<file path="src/rtl/dlx_pkg.sv">
// Shared DLX constants and types for the integer register file.
// Bit ordering follows the datapath: index 0 is the MSB.
package dlx_pkg;

  localparam int REG_ADDR_W = 5;
  localparam int DATA_W     = 32;
  localparam int NUM_REGS   = 32;

  typedef logic [0:REG_ADDR_W-1] reg_addr_t;
  typedef logic [0:DATA_W-1]     data_t;

  localparam reg_addr_t REG_ZERO = 5'd0;

endpackage

</file>
<file path="src/rtl/regfile_read_port.sv">
// One combinational read port: r0 forcing, optional WB bypass, 32:1 select.
// The WB bypass is compiled in when REGFILE_WB_BYPASS_EN is defined.
module regfile_read_port
  import dlx_pkg::reg_addr_t;
  import dlx_pkg::REG_ZERO;
#(
  parameter int NUM_REGS = 32,
  parameter int DATA_W   = 32
) (
  input  logic [0:4]        addr,
  input  logic [0:DATA_W-1] regs [NUM_REGS],
  input  logic              we_wb,
  input  logic [0:4]        rd_wb,
  input  logic [0:DATA_W-1] wdata_wb,
  output logic [0:DATA_W-1] rdata
);

  reg_addr_t addr_r;
  assign addr_r = addr;

`ifdef REGFILE_WB_BYPASS_EN
  // addr is known non-zero on this path, so rd_wb == addr also excludes r0.
  always_comb begin
    rdata = '0;
    if (addr_r != REG_ZERO) begin
      if (we_wb && (rd_wb == addr_r)) rdata = wdata_wb;
      else                            rdata = regs[addr_r];
    end
  end
`else
  logic unused_wb;
  assign unused_wb = ^{we_wb, rd_wb, wdata_wb};

  always_comb begin
    rdata = '0;
    if (addr_r != REG_ZERO) rdata = regs[addr_r];
  end
`endif

endmodule

</file>
<file path="src/rtl/dlx_regfile.sv">
// DLX integer register file: 31 stored registers, r0 hardwired to zero, 1 write / 2 read ports.
// Define REGFILE_WB_BYPASS_EN to forward a same-cycle WB write to the ID read ports.
module dlx_regfile #(
  parameter int NUM_REGS = 32,
  parameter int DATA_W   = 32
) (
  input  logic                        clk,
  input  logic                        rst_n,
  input  logic [0:dlx_pkg::REG_ADDR_W-1] rs1_id,
  input  logic [0:dlx_pkg::REG_ADDR_W-1] rs2_id,
  input  logic [0:dlx_pkg::REG_ADDR_W-1] rd_wb,
  input  logic                        we_wb,
  input  logic [0:DATA_W-1]           wdata_wb,
  output logic [0:DATA_W-1]           rdata1_id,
  output logic [0:DATA_W-1]           rdata2_id
);

  import dlx_pkg::*;

  logic [0:DATA_W-1] regs_q   [1:NUM_REGS-1];
  logic [0:DATA_W-1] reg_view [NUM_REGS];

  always_ff @(posedge clk or negedge rst_n) begin
    if (!rst_n) begin
      for (int i = 1; i < NUM_REGS; i++) regs_q[i] <= '0;
    end else begin
      for (int i = 1; i < NUM_REGS; i++) begin
        if (we_wb && (rd_wb == REG_ADDR_W'(i))) regs_q[i] <= wdata_wb;
      end
    end
  end

  // r0 has no storage; the view presents it as a constant zero entry.
  always_comb begin
    reg_view[0] = '0;
    for (int i = 1; i < NUM_REGS; i++) reg_view[i] = regs_q[i];
  end

  regfile_read_port #(.NUM_REGS(NUM_REGS), .DATA_W(DATA_W)) u_rd1 (
    .addr     (rs1_id),
    .regs     (reg_view),
    .we_wb    (we_wb),
    .rd_wb    (rd_wb),
    .wdata_wb (wdata_wb),
    .rdata    (rdata1_id)
  );

  regfile_read_port #(.NUM_REGS(NUM_REGS), .DATA_W(DATA_W)) u_rd2 (
    .addr     (rs2_id),
    .regs     (reg_view),
    .we_wb    (we_wb),
    .rd_wb    (rd_wb),
    .wdata_wb (wdata_wb),
    .rdata    (rdata2_id)
  );

endmodule

</file>
<file path="config.mk">
export PLATFORM = sky130hd
export DESIGN_NAME = dlx_regfile
export DESIGN_NICKNAME = d
export VERILOG_FILES = /design/src/rtl/dlx_pkg.sv /design/src/rtl/regfile_read_port.sv /design/src/rtl/dlx_regfile.sv
export SDC_FILE = /design/constraint.sdc
export NUM_CORES = 2
export LEC_CHECK = 0
export BUFFER_PORTS_ARGS = -buffer_cell sky130_fd_sc_hd__clkbuf_2
export CAP_MARGIN = 0
export CORE_MARGIN = 2
export CORE_UTILIZATION = 43
export CTS_CLUSTER_DIAMETER = 60
export DETAILED_ROUTE_END_ITERATION = 7
export PLACE_DENSITY = 0.61
export SYNTH_ARGS = -nofsm -noshare
export SYNTH_HDL_FRONTEND = slang
export SYNTH_HIERARCHICAL = 1
export SYNTH_SLANG_ARGS = --single-unit
</file>
<file path="constraint.sdc">
create_clock -name clk -period 5.1 [get_ports clk]
set_input_delay 1.53 -clock clk [delete_from_list [all_inputs] [get_ports clk]]
set_output_delay 1.53 -clock clk [all_outputs]
set_load 0.005 [all_outputs]
</file>
==> results.yml <==
run_status:
  status: "finished with violations"
  violations: "negative setup slack"
yosys:
  synth-async-reset-ratio_pct: 100
  ys_seq_area_share_pct: 46.1
  ys.flop_type: "dfrtp_1"
  yosysWarnings: 6
  synth-edff-count: 0
  synth_cell_types: 39
  synth-seq-cells: 992
  yosysTopAreaCellShare_pct: 46.1
  syn_inst: 3552
  syn_area_sq_um: 53800
  syn_avg_cell_area_sq_um: 15.2
  ys_top_cells_by_area: "dfrtp_1 46%, mux2_2 22%, mux4_2 19%, mux2i_1 2.4%, buf_2 1.5%"
  yosys.area.top_type: "dfrtp_1"
routing:
  dr.pass1.iters: 5
  vias_per_cell: 6.48
  vias: 35500
  drc: 0
  routed_wl_um: 178000
  wl_per_cell_um: 32.5
  ant_nets: 0
  first_iter_violations: 3074
flow_run:
  drv_cap: 0
layout:
  final_nets: 3798
  layout-drive-gt1-share_pct: 56.4
  nFillCells: 10600
  area_growth_pct: 16.0
  regArea_sq_um: 24800
  multi_input_area_sq_um: 27400
  largest_reg_flops: 992
  stdcell_count: 5482
grt:
  antenna_found_initial: 3
  grt_first_pass_wirelength_um: 259000
  grt_util_all_layers_pct: 28.0
  grt_start_max_net_pins: 115
  first_global_vias: 35600
  overflow: 0
placement:
  hpwl_um: 106000
  numPortBuffers: 113
  placed_cells: 5269
  post-place-ws_ns: -0.282
  gp_congestion: 0.813
worst_setup_path:
  crit_chain: "clkbuf_2 > buf_12 > nor2b_4 > buf_12 > buf_4 > a22oi_1 > a311oi_1 > buf_4 > clkbuf_2"
  crit_type: "in2out"
  critPathMaxStageDelay_ns: 0.48
  r2r_cells: 1
  startpoint_type: "primary input"
  arrival_ns: 3.57
  cp.required_ns: 3.57
  slowest_stage: "a311oi_1"
  endpoint_kind: "output pin"
  cp_max_fo: 20
floorplanning:
  die_h_um: 358
  dieArea_sq_um: 128000
  die_width_um: 358
  core.rowCount: 129
  ioPinCount: 114
  floorplan.initialDensity_pct: 43.4
  core_area_sq_um: 124000
sta:
  hold_violations: 0
  skew_ns: 0
  worst_pin_slew_ns: 1.15
  rsz0062_at_grt: "true"
  max_freq_mhz: 196
  max_slew_margin_pct: 23.0
  fin_crit_sh_pct: 100
  report.final.slew_viol_count: 0
  setup_ws_ns: -0.00238
  layout_min_cycle_time_ns: 5.10
  setup_viol: 1
power:
  peakVddDrop_v: 0.000279
  leakagePower_nw: 27.0
  p_per_area_nw_per_um2: 390
worst_hold_path:
  hp-class: "reg2reg"
  whs_path_depth: 1
cts:
  cts_buffers: 113
  htreeDepth: 3
  clock_sinks: 992
  clk_pin_slew_ns: 0.06
  clock_latency_ns: 0.71
  post_cts_buffers: 0
  cts_hold_buf: 0
  cts_root_buffer: "clkbuf_16"
  cts_buffer_depth: 3
  cts_tree: "done"
## critical path, delay by kind of cell
family	cells	cell delay (ns)
buffers and inverters	6	1.21
AND/OR/NAND/NOR	1	0.22
AO/OA/AOI/OAI	2	0.60
## through the flow
step                hold WS, ns  power, mW  util (%)  setup TNS [ns]  instance area (sq um)
floorplan                 0.470       13.9         -               0                  54100
global placement          0.482       15.4      47.0          -0.468                  58200
detailed placement        0.491       15.5      47.0          -0.402                  58200
CTS                       0.504       24.4      50.3         -0.0882                  62300
global route              0.523       25.4      50.4        -0.00516                  62400
finish                    0.504       24.4      50.4        -0.00238                  62400
## cells by family (layout without fill, tap and decap cells)
logic type | Yosys count | in the layout | synth area share, %
other | 1 | 66 | 0.00697
DFF | 992 | 992 | 46.1
and+or+nand+nor | 159 | 159 | 1.65
AOI/OAI and AO/OA | 368 | 368 | 4.97
muxes | 1632 | 1632 | 43.2
buffers and inverters | 400 | 628 | 4.05
## path summary, 6_finish.rpt
kind | slack [ns] | endpoint | startpoint
setup reg to reg | 4.28 | reg_view[609]$_DFFE_PN0P_ | reg_view[609]$_DFFE_PN0P_
hold / removal | 0.50 | reg_view[101]$_DFFE_PN0P_ | reg_view[101]$_DFFE_PN0P_
max in group asynchronous | 3.04 | reg_view[742]$_DFFE_PN0P_ | rst_n
setup / recovery | -0.002 | rdata1_id[0] | rs1_id[1]
min in group asynchronous | 0.86 | reg_view[545]$_DFFE_PN0P_ | rst_n
hold reg to reg | 0.50 | reg_view[101]$_DFFE_PN0P_ | reg_view[101]$_DFFE_PN0P_
## cell usage in the layout, fill, tap and decap left out, types with 33 or more instances in the layout
| master | netlist | layout |
|---|---|---|
| mux2_2 | 1040 | 1040 |
| dfrtp_1 | 992 | 992 |
| mux4_2 | 448 | 448 |
| buf_4 | 40 | 209 |
| mux2i_1 | 128 | 128 |
| clkbuf_16 | 0 | 115 |
| clkbuf_2 | 2 | 106 |
| o21ai_1 | 106 | 106 |
| buf_12 | 0 | 90 |
| nor2b_1 | 68 | 66 |
| conb_1 | 1 | 64 |
| a22oi_1 | 64 | 63 |
| a211oi_1 | 64 | 63 |
| a311oi_1 | 60 | 53 |
| a221oi_1 | 48 | 48 |
| nand2_1 | 44 | 33 |
| clkbuf_8 | 0 | 33 |
## layout make-up
type,instances,share of cell area (%)
diodes,2,0.00801
well taps,1637,3.28
flip-flops and latches,992,39.7
inverters,2,0.0200
clock inverters,48,1.15
multi-input cells,2223,43.8
clock buffers,162,5.39
repair buffers,416,6.56
## synthesized netlist by cell type, drive strengths merged (16+ instances only)
cell / number
nand2: 44
a311oi: 64
mux2i: 128
dfrtp: 992
o21ai: 112
a22oi: 64
nor2b: 70
clkbuf: 160
a221oi: 48
buf: 238
nor2: 19
a211oi: 64
mux2: 1056
mux4: 448
o2111ai: 16
## repair_timing
action                     CTS  global route
cloned                       0             1
setup endpoints to repair    3            13
resized for setup            4            15
pin swaps                    0             2
## power breakdown
part	internal [mW]	leakage [nW]	switching [mW]	total, mW
clock	5.47	2.02	3.43	8.89
sequential	9.42	12.7	1.12	10.5
combinational	3.03	12.3	1.92	4.95
## layer usage
layer	track usage (%)	part of all wire, %	wire, um
met4	8.32	3.1	5470
met3	4.87	7.8	13800
met2	42.4	45	80800
met1	41.3	44	78200
met5	0	0.0056	10
No activity file was read; power rests on OpenSTA's default activity.
